**src/rtl/button_event_queue.sv**
```systemverilog
// button_event_queue: turns the debouncer's one-cycle press pulses into a
// stream of 3-bit button codes. Presses are held in a pending register,
// serialised lowest index first into a small circular FIFO, and drained by
// a consumer through a valid/ready handshake.
// Optional feature macro: BTN_DROP_CNT_EN enables the saturating counter of
// coalesced (dropped) presses; without it drop_count is tied to zero.
module button_event_queue #(
  parameter int DEPTH = 4,
  parameter int CW    = 3
) (
  input  logic                     clk,
  input  logic                     reset,
  input  logic [4:0]               btn_pulse,
  output logic                     evt_valid,
  output logic [CW-1:0]            evt_code,
  input  logic                     evt_ready,
  output logic [$clog2(DEPTH):0]   fifo_count,
  output logic [4:0]               pending,
  output logic [7:0]               drop_count
);

  localparam int AW = $clog2(DEPTH);
  localparam int NW = AW + 1;
  localparam logic [NW-1:0] FULL_CNT = NW'(DEPTH);

  logic [4:0]    pend_r;
  logic [CW-1:0] mem_r [DEPTH];
  logic [AW-1:0] rd_ptr_r;
  logic [AW-1:0] wr_ptr_r;
  logic [NW-1:0] count_r;
  logic          evt_valid_r;
  logic [CW-1:0] evt_code_r;

  logic [4:0]    sel_onehot_s;
  logic [CW-1:0] sel_code_s;
  logic          pop_s;
  logic          push_s;
  logic [4:0]    clr_s;
  logic [4:0]    pend_next_s;
  logic [AW-1:0] rd_next_s;
  logic [AW-1:0] wr_next_s;
  logic [NW-1:0] count_next_s;
  logic [CW-1:0] head_next_s;
  logic [CW-1:0] code_next_s;

  // Lowest-index pending button wins the serialiser slot this cycle.
  always_comb begin
    sel_onehot_s = pend_r & (~pend_r + 5'd1);
    sel_code_s   = CW'(0);
    casez (pend_r)
      5'b????1: sel_code_s = CW'(0);
      5'b???10: sel_code_s = CW'(1);
      5'b??100: sel_code_s = CW'(2);
      5'b?1000: sel_code_s = CW'(3);
      5'b10000: sel_code_s = CW'(4);
      default:  sel_code_s = CW'(0);
    endcase
  end

  // Handshake, push permission and next-state of pending bits, pointers
  // and count. A full FIFO still accepts a push when the head leaves on
  // the same edge.
  always_comb begin
    pop_s       = evt_valid_r & evt_ready;
    push_s      = (pend_r != 5'd0) & ((count_r != FULL_CNT) | pop_s);
    clr_s       = push_s ? sel_onehot_s : 5'd0;
    pend_next_s = (pend_r & ~clr_s) | btn_pulse;
    rd_next_s   = pop_s  ? rd_ptr_r + AW'(1) : rd_ptr_r;
    wr_next_s   = push_s ? wr_ptr_r + AW'(1) : wr_ptr_r;
    case ({push_s, pop_s})
      2'b10:   count_next_s = count_r + NW'(1);
      2'b01:   count_next_s = count_r - NW'(1);
      default: count_next_s = count_r;
    endcase
  end

  // Next head of the FIFO: the word being written this edge when it lands
  // in the head slot, otherwise storage at the next read pointer.
  always_comb begin
    if (push_s && (rd_next_s == wr_ptr_r)) begin
      head_next_s = sel_code_s;
    end else begin
      head_next_s = mem_r[rd_next_s];
    end
    code_next_s = (count_next_s != NW'(0)) ? head_next_s : CW'(0);
  end

  // FIFO data storage; contents are only meaningful under count_r.
  always_ff @(posedge clk) begin
    if (push_s) begin
      mem_r[wr_ptr_r] <= sel_code_s;
    end
  end

  // Control state and registered consumer outputs.
  always_ff @(posedge clk or posedge reset) begin
    if (reset) begin
      pend_r      <= 5'd0;
      rd_ptr_r    <= AW'(0);
      wr_ptr_r    <= AW'(0);
      count_r     <= NW'(0);
      evt_valid_r <= 1'b0;
      evt_code_r  <= CW'(0);
    end else begin
      pend_r      <= pend_next_s;
      rd_ptr_r    <= rd_next_s;
      wr_ptr_r    <= wr_next_s;
      count_r     <= count_next_s;
      evt_valid_r <= (count_next_s != NW'(0));
      evt_code_r  <= code_next_s;
    end
  end

  assign evt_valid  = evt_valid_r;
  assign evt_code   = evt_code_r;
  assign fifo_count = count_r;
  assign pending    = pend_r;

`ifdef BTN_DROP_CNT_EN
  logic [7:0] drop_r;
  logic [4:0] coalesced_s;
  logic [8:0] drop_sum_s;

  function automatic logic [2:0] popcount5(input logic [4:0] v);
    popcount5 = 3'(v[0]) + 3'(v[1]) + 3'(v[2]) + 3'(v[3]) + 3'(v[4]);
  endfunction

  // A press merges into an already pending, not-being-cleared bit.
  always_comb begin
    coalesced_s = btn_pulse & pend_r & ~clr_s;
    drop_sum_s  = {1'b0, drop_r} + 9'(popcount5(coalesced_s));
  end

  // Saturating count of coalesced presses.
  always_ff @(posedge clk or posedge reset) begin
    if (reset) begin
      drop_r <= 8'd0;
    end else if (drop_sum_s > 9'd255) begin
      drop_r <= 8'd255;
    end else begin
      drop_r <= drop_sum_s[7:0];
    end
  end

  assign drop_count = drop_r;
`else
  assign drop_count = 8'd0;
`endif

endmodule

```
**config.mk**
```make
export PLATFORM = sky130hd
export DESIGN_NAME = button_event_queue
export DESIGN_NICKNAME = d
export VERILOG_FILES = /design/src/rtl/button_event_queue.sv
export SDC_FILE = /design/constraint.sdc
export NUM_CORES = 1
export LEC_CHECK = 0
export ABC_AREA = 1
export CORE_UTILIZATION = 47
export CTS_CLUSTER_SIZE = 10
export DETAILED_ROUTE_END_ITERATION = 6
export PLACE_DENSITY = 0.76
export SYNTH_ARGS = -nofsm -noshare
export SYNTH_HDL_FRONTEND = slang
export SYNTH_SLANG_ARGS = --single-unit
export TNS_END_PERCENT = 10
```
**constraint.sdc**
```tcl
create_clock -name clk -period 1.9 [get_ports clk]
set_clock_uncertainty 0.15 [all_clocks]
set_input_delay 0.19 -clock clk [delete_from_list [all_inputs] [get_ports clk]]
set_output_delay 0.19 -clock clk [all_outputs]
set_load 0.01 [all_outputs]
```
==> impl_results.md <==
- Max clock buf depth: 2
- Share of layout cells above drive strength 1: 23.4%
- GRT Util Overall: 17.6%
- Fmax: 0.522 GHz
- Fin. max-slew vios: 0
- Utilization after layout: 62.0%
- DRT Wirelength: 2800 um
- Unique cell type count in the Yosys netlist: 30
- Crit path max-delay cell type: dfrtp_2
- Synth Flop Type: dfrtp_1
- Leading area contributor after synthesis: dfrtp_1
- Net count, final: 219
- Synth Warn #: 0
- Largest net degree at the start of global routing: 17
- Status: finished with violations
- FF-to-FF End: evt_code[2]$_DFF_PP0_
- Leak pwr: 0.000923 uW
- Most frequent cell on the critical path: nand2_2
- RSZ-0062 raised after global routing: true
- Synthesis-to-layout area growth: 23.6%
- Min Tclk post-route: 1.91 ns
- Switching pwr: 1180 uW
- Worst path cell trace: nor2_4, nand4_4, inv_2, fa_2, inv_2, nand2_2, nand2_2, nand2_2, nor2_4, nor2_1
- Max-cap violations: 0
- Synth Register Bits: 28
- Netlist Area Pre-Place: 1540 um^2
- Power per cell area: 1450 nW/um^2
- VDD IR max: 0.499 mV
- Setup ws final: -0.0145 ns
- IO Port Bufs: 19
- Violations in the final reports: negative setup slack
- Wire per inst: 11.2 um
- M3 GR Usage: 2.84%
- Synth top area cells: dfrtp_1, edfxtp_1, nand2_1
- H-tree depth: 1
- CTS Sinks: 28
- Worst stage delay on the critical path: 0.45 ns
- Logic pwr share: 54.2%
- Routed Antenna Nets: 0
- Post-synthesis average cell area: 9.13 um^2
- Final Hold Violating Endpoints: 0
- Core Area: 3080 um^2
- Path depth of the worst reg2reg path: 10
- Vias in the first global route: 1062
- I/O pin total: 28
- Placed inst area: 1830 um^2
- Skew-Pair Late Insertion Delay: 0.32 ns
- FP Rows: 20
- Die Wd: 59.3 um
- Worst EP arrival: 1.99 ns
- Number of flops mapped to enable cells by yosys: 12
- Starting DRT DRC Count: 51
- Crit Path Max Fanout: 4
- Critical path class: flip-flop to flip-flop
- Final setup violation count: 5
- Worst slew margin: 59.2%
- Root Buffer: clkbuf_4
- CTS tree: built
- Met1 Track Usage GR: 24.1%
- Crit share post-route: 101%
- Met2 Track Usage GR: 28.9%
- Pint: 1590 uW
- Post-synthesis async set-or-reset flop share: 57.1%
- Vias: 1149
- Most frequent cell after synthesis: nand2_1
- Vias/cell: 4.61
- Least-Margin Pin Slew: 0.611 ns
- Diodes inserted: 0
- First-pass GRT wire length: 4600 um
- Die Area: 3520 um^2
- Chip height: 59.3 um
- Sequential fraction of the synthesis area: 49.3%
- Num CTS Buffers: 3
- Sum of negative setup slack: -0.0495 ns
- Cell count after synthesis: 169
- RR Startpoint: pending[0]$_DFF_PP0_
- Starting density of the core: 50.1%
- Switch share: 42.5%
- Hold_buf cts: 0
- Overflow after GRT: 0
- Pre-Repair DR Iteration Count: 4
- Clock Power Share: 8.7%
- Placer congestion estimate: 0.805
- Commonest cells post-synth: nand2_1, inv_1, dfrtp_1, nor2_1
- DP HPWL: 2130 um
- Antenna violations before repair: 0
- Part of the power in registers: 37.1%
- Final instance area: 1910 um^2
- Yosys top cell area share: 26.0%
- CP Launch Type: flip-flop
- Busiest grt layer: met2
- Clock transition at the registers of the reported paths: 0.14 ns
- Design Power: 2770 uW
- Req. time, crit path: 1.98 ns
- Residual DRC count: 0
- Hold WC Path Type: input pin to asynchronous set/reset pin
- Crit end category: flip-flop
- Reg2Reg Setup Slack: -0.01 ns
-- sequential cells by signal (all words and copies together), names as in the netlist --
signal	flops
evt_valid	1
wr_ptr_r	2
fifo_count	3
mem_r	12
rd_ptr_r	2
evt_code	3
pending	5
-- layout make-up --
cell class	instances	area, um^2
Timing Repair Buffer	34	303
Clock inverter	1	3.75
Sequential cell	28	762
Tap cell	44	55.1
Multi-Input combinational cell	112	654
Inverter	27	106
Clock buffer	3	22.5
Fill cell	270	1170
-- power groups by stage --
stage               combinational [uW]  clock, uW  sequential [uW]
finish                            1500        240             1030
global route                      1690        273             1050
CTS                               1440        253             1030
detailed placement                1400          0             1040
global placement                  1360          0             1030
floorplan                          957          0             1060
-- critical path, delay by kind of cell (launching register included) --
kind,cells,cell delay (ns)
adder cells (fa/ha/maj),1,0.43
buffers and inverters,2,0.14
AND/OR/NAND/NOR,7,0.66
flip-flops,1,0.45
-- timing repair --
item	CTS	global route
gates resized for setup	1	7
buffers inserted	3	1
pin swaps	5	4
setup endpoints to repair	4	5
-- placed cells by master, fill, tap and decap left out, types with 2 or more instances in the layout --
master           count
nand2_2             10
o21bai_1             2
nand3_2              2
ha_1                 4
o21ai_0              2
inv_2                5
nand2_1             38
conb_1               8
clkbuf_4             3
nand2_4              2
edfxtp_1            12
clkdlybuf4s50_1     19
nor2_1              16
nor2_4               4
nand3_1             12
inv_1               20
inv_4                2
dfrtp_1             15
nand3b_1             3
buf_4               15
-- stage by stage --
| stage | setup slack, ns | instances | hold slack (ns) |
|---|---|---|---|
| finish | -0.0145 | 249 | 0.0723 |
| global route | -0.0892 | 249 | 0.108 |
| CTS | -0.0102 | 248 | 0.0870 |
| detailed placement | -0.213 | 241 | 0.419 |
| global placement | -0.183 | 241 | 0.394 |
| floorplan | 0.0118 | 176 | -0.0463 |
-- cell families (layout without fill, tap and decap cells) --
family,after synthesis,count (layout),synth area share (%)
AND/OR/NAND/NOR,92,92,32.0
buffers and inverters,36,65,10.9
flip-flops,28,28,49.3
adder cells (fa/ha/maj),5,5,4.54
other,1,8,0.243
AO/OA/AOI/OAI,6,6,2.43
XOR/XNOR,1,1,0.568
-- routing by layer --
layer / vias to the layer above / part of all wire [%]
met5: - / 0
met4: 0 / 0.68
met3: 4 / 3.7
met2: 32 / 49
met1: 532 / 46
li1: 581 / -
-- worst max path at each step --
stage                              start                     to  cells after the start
global route        pending[0]$_DFF_PP0_  evt_code[1]$_DFF_PP0_                     10
finish              pending[0]$_DFF_PP0_  evt_code[2]$_DFF_PP0_                     10
CTS                 pending[1]$_DFF_PP0_    evt_valid$_DFF_PP0_                     10
global placement               evt_ready  evt_code[0]$_DFF_PP0_                     12
floorplan            evt_valid$_DFF_PP0_  evt_code[0]$_DFF_PP0_                     11
detailed placement             evt_ready    evt_valid$_DFF_PP0_                     12
No activity file was read; power rests on OpenSTA's default activity.
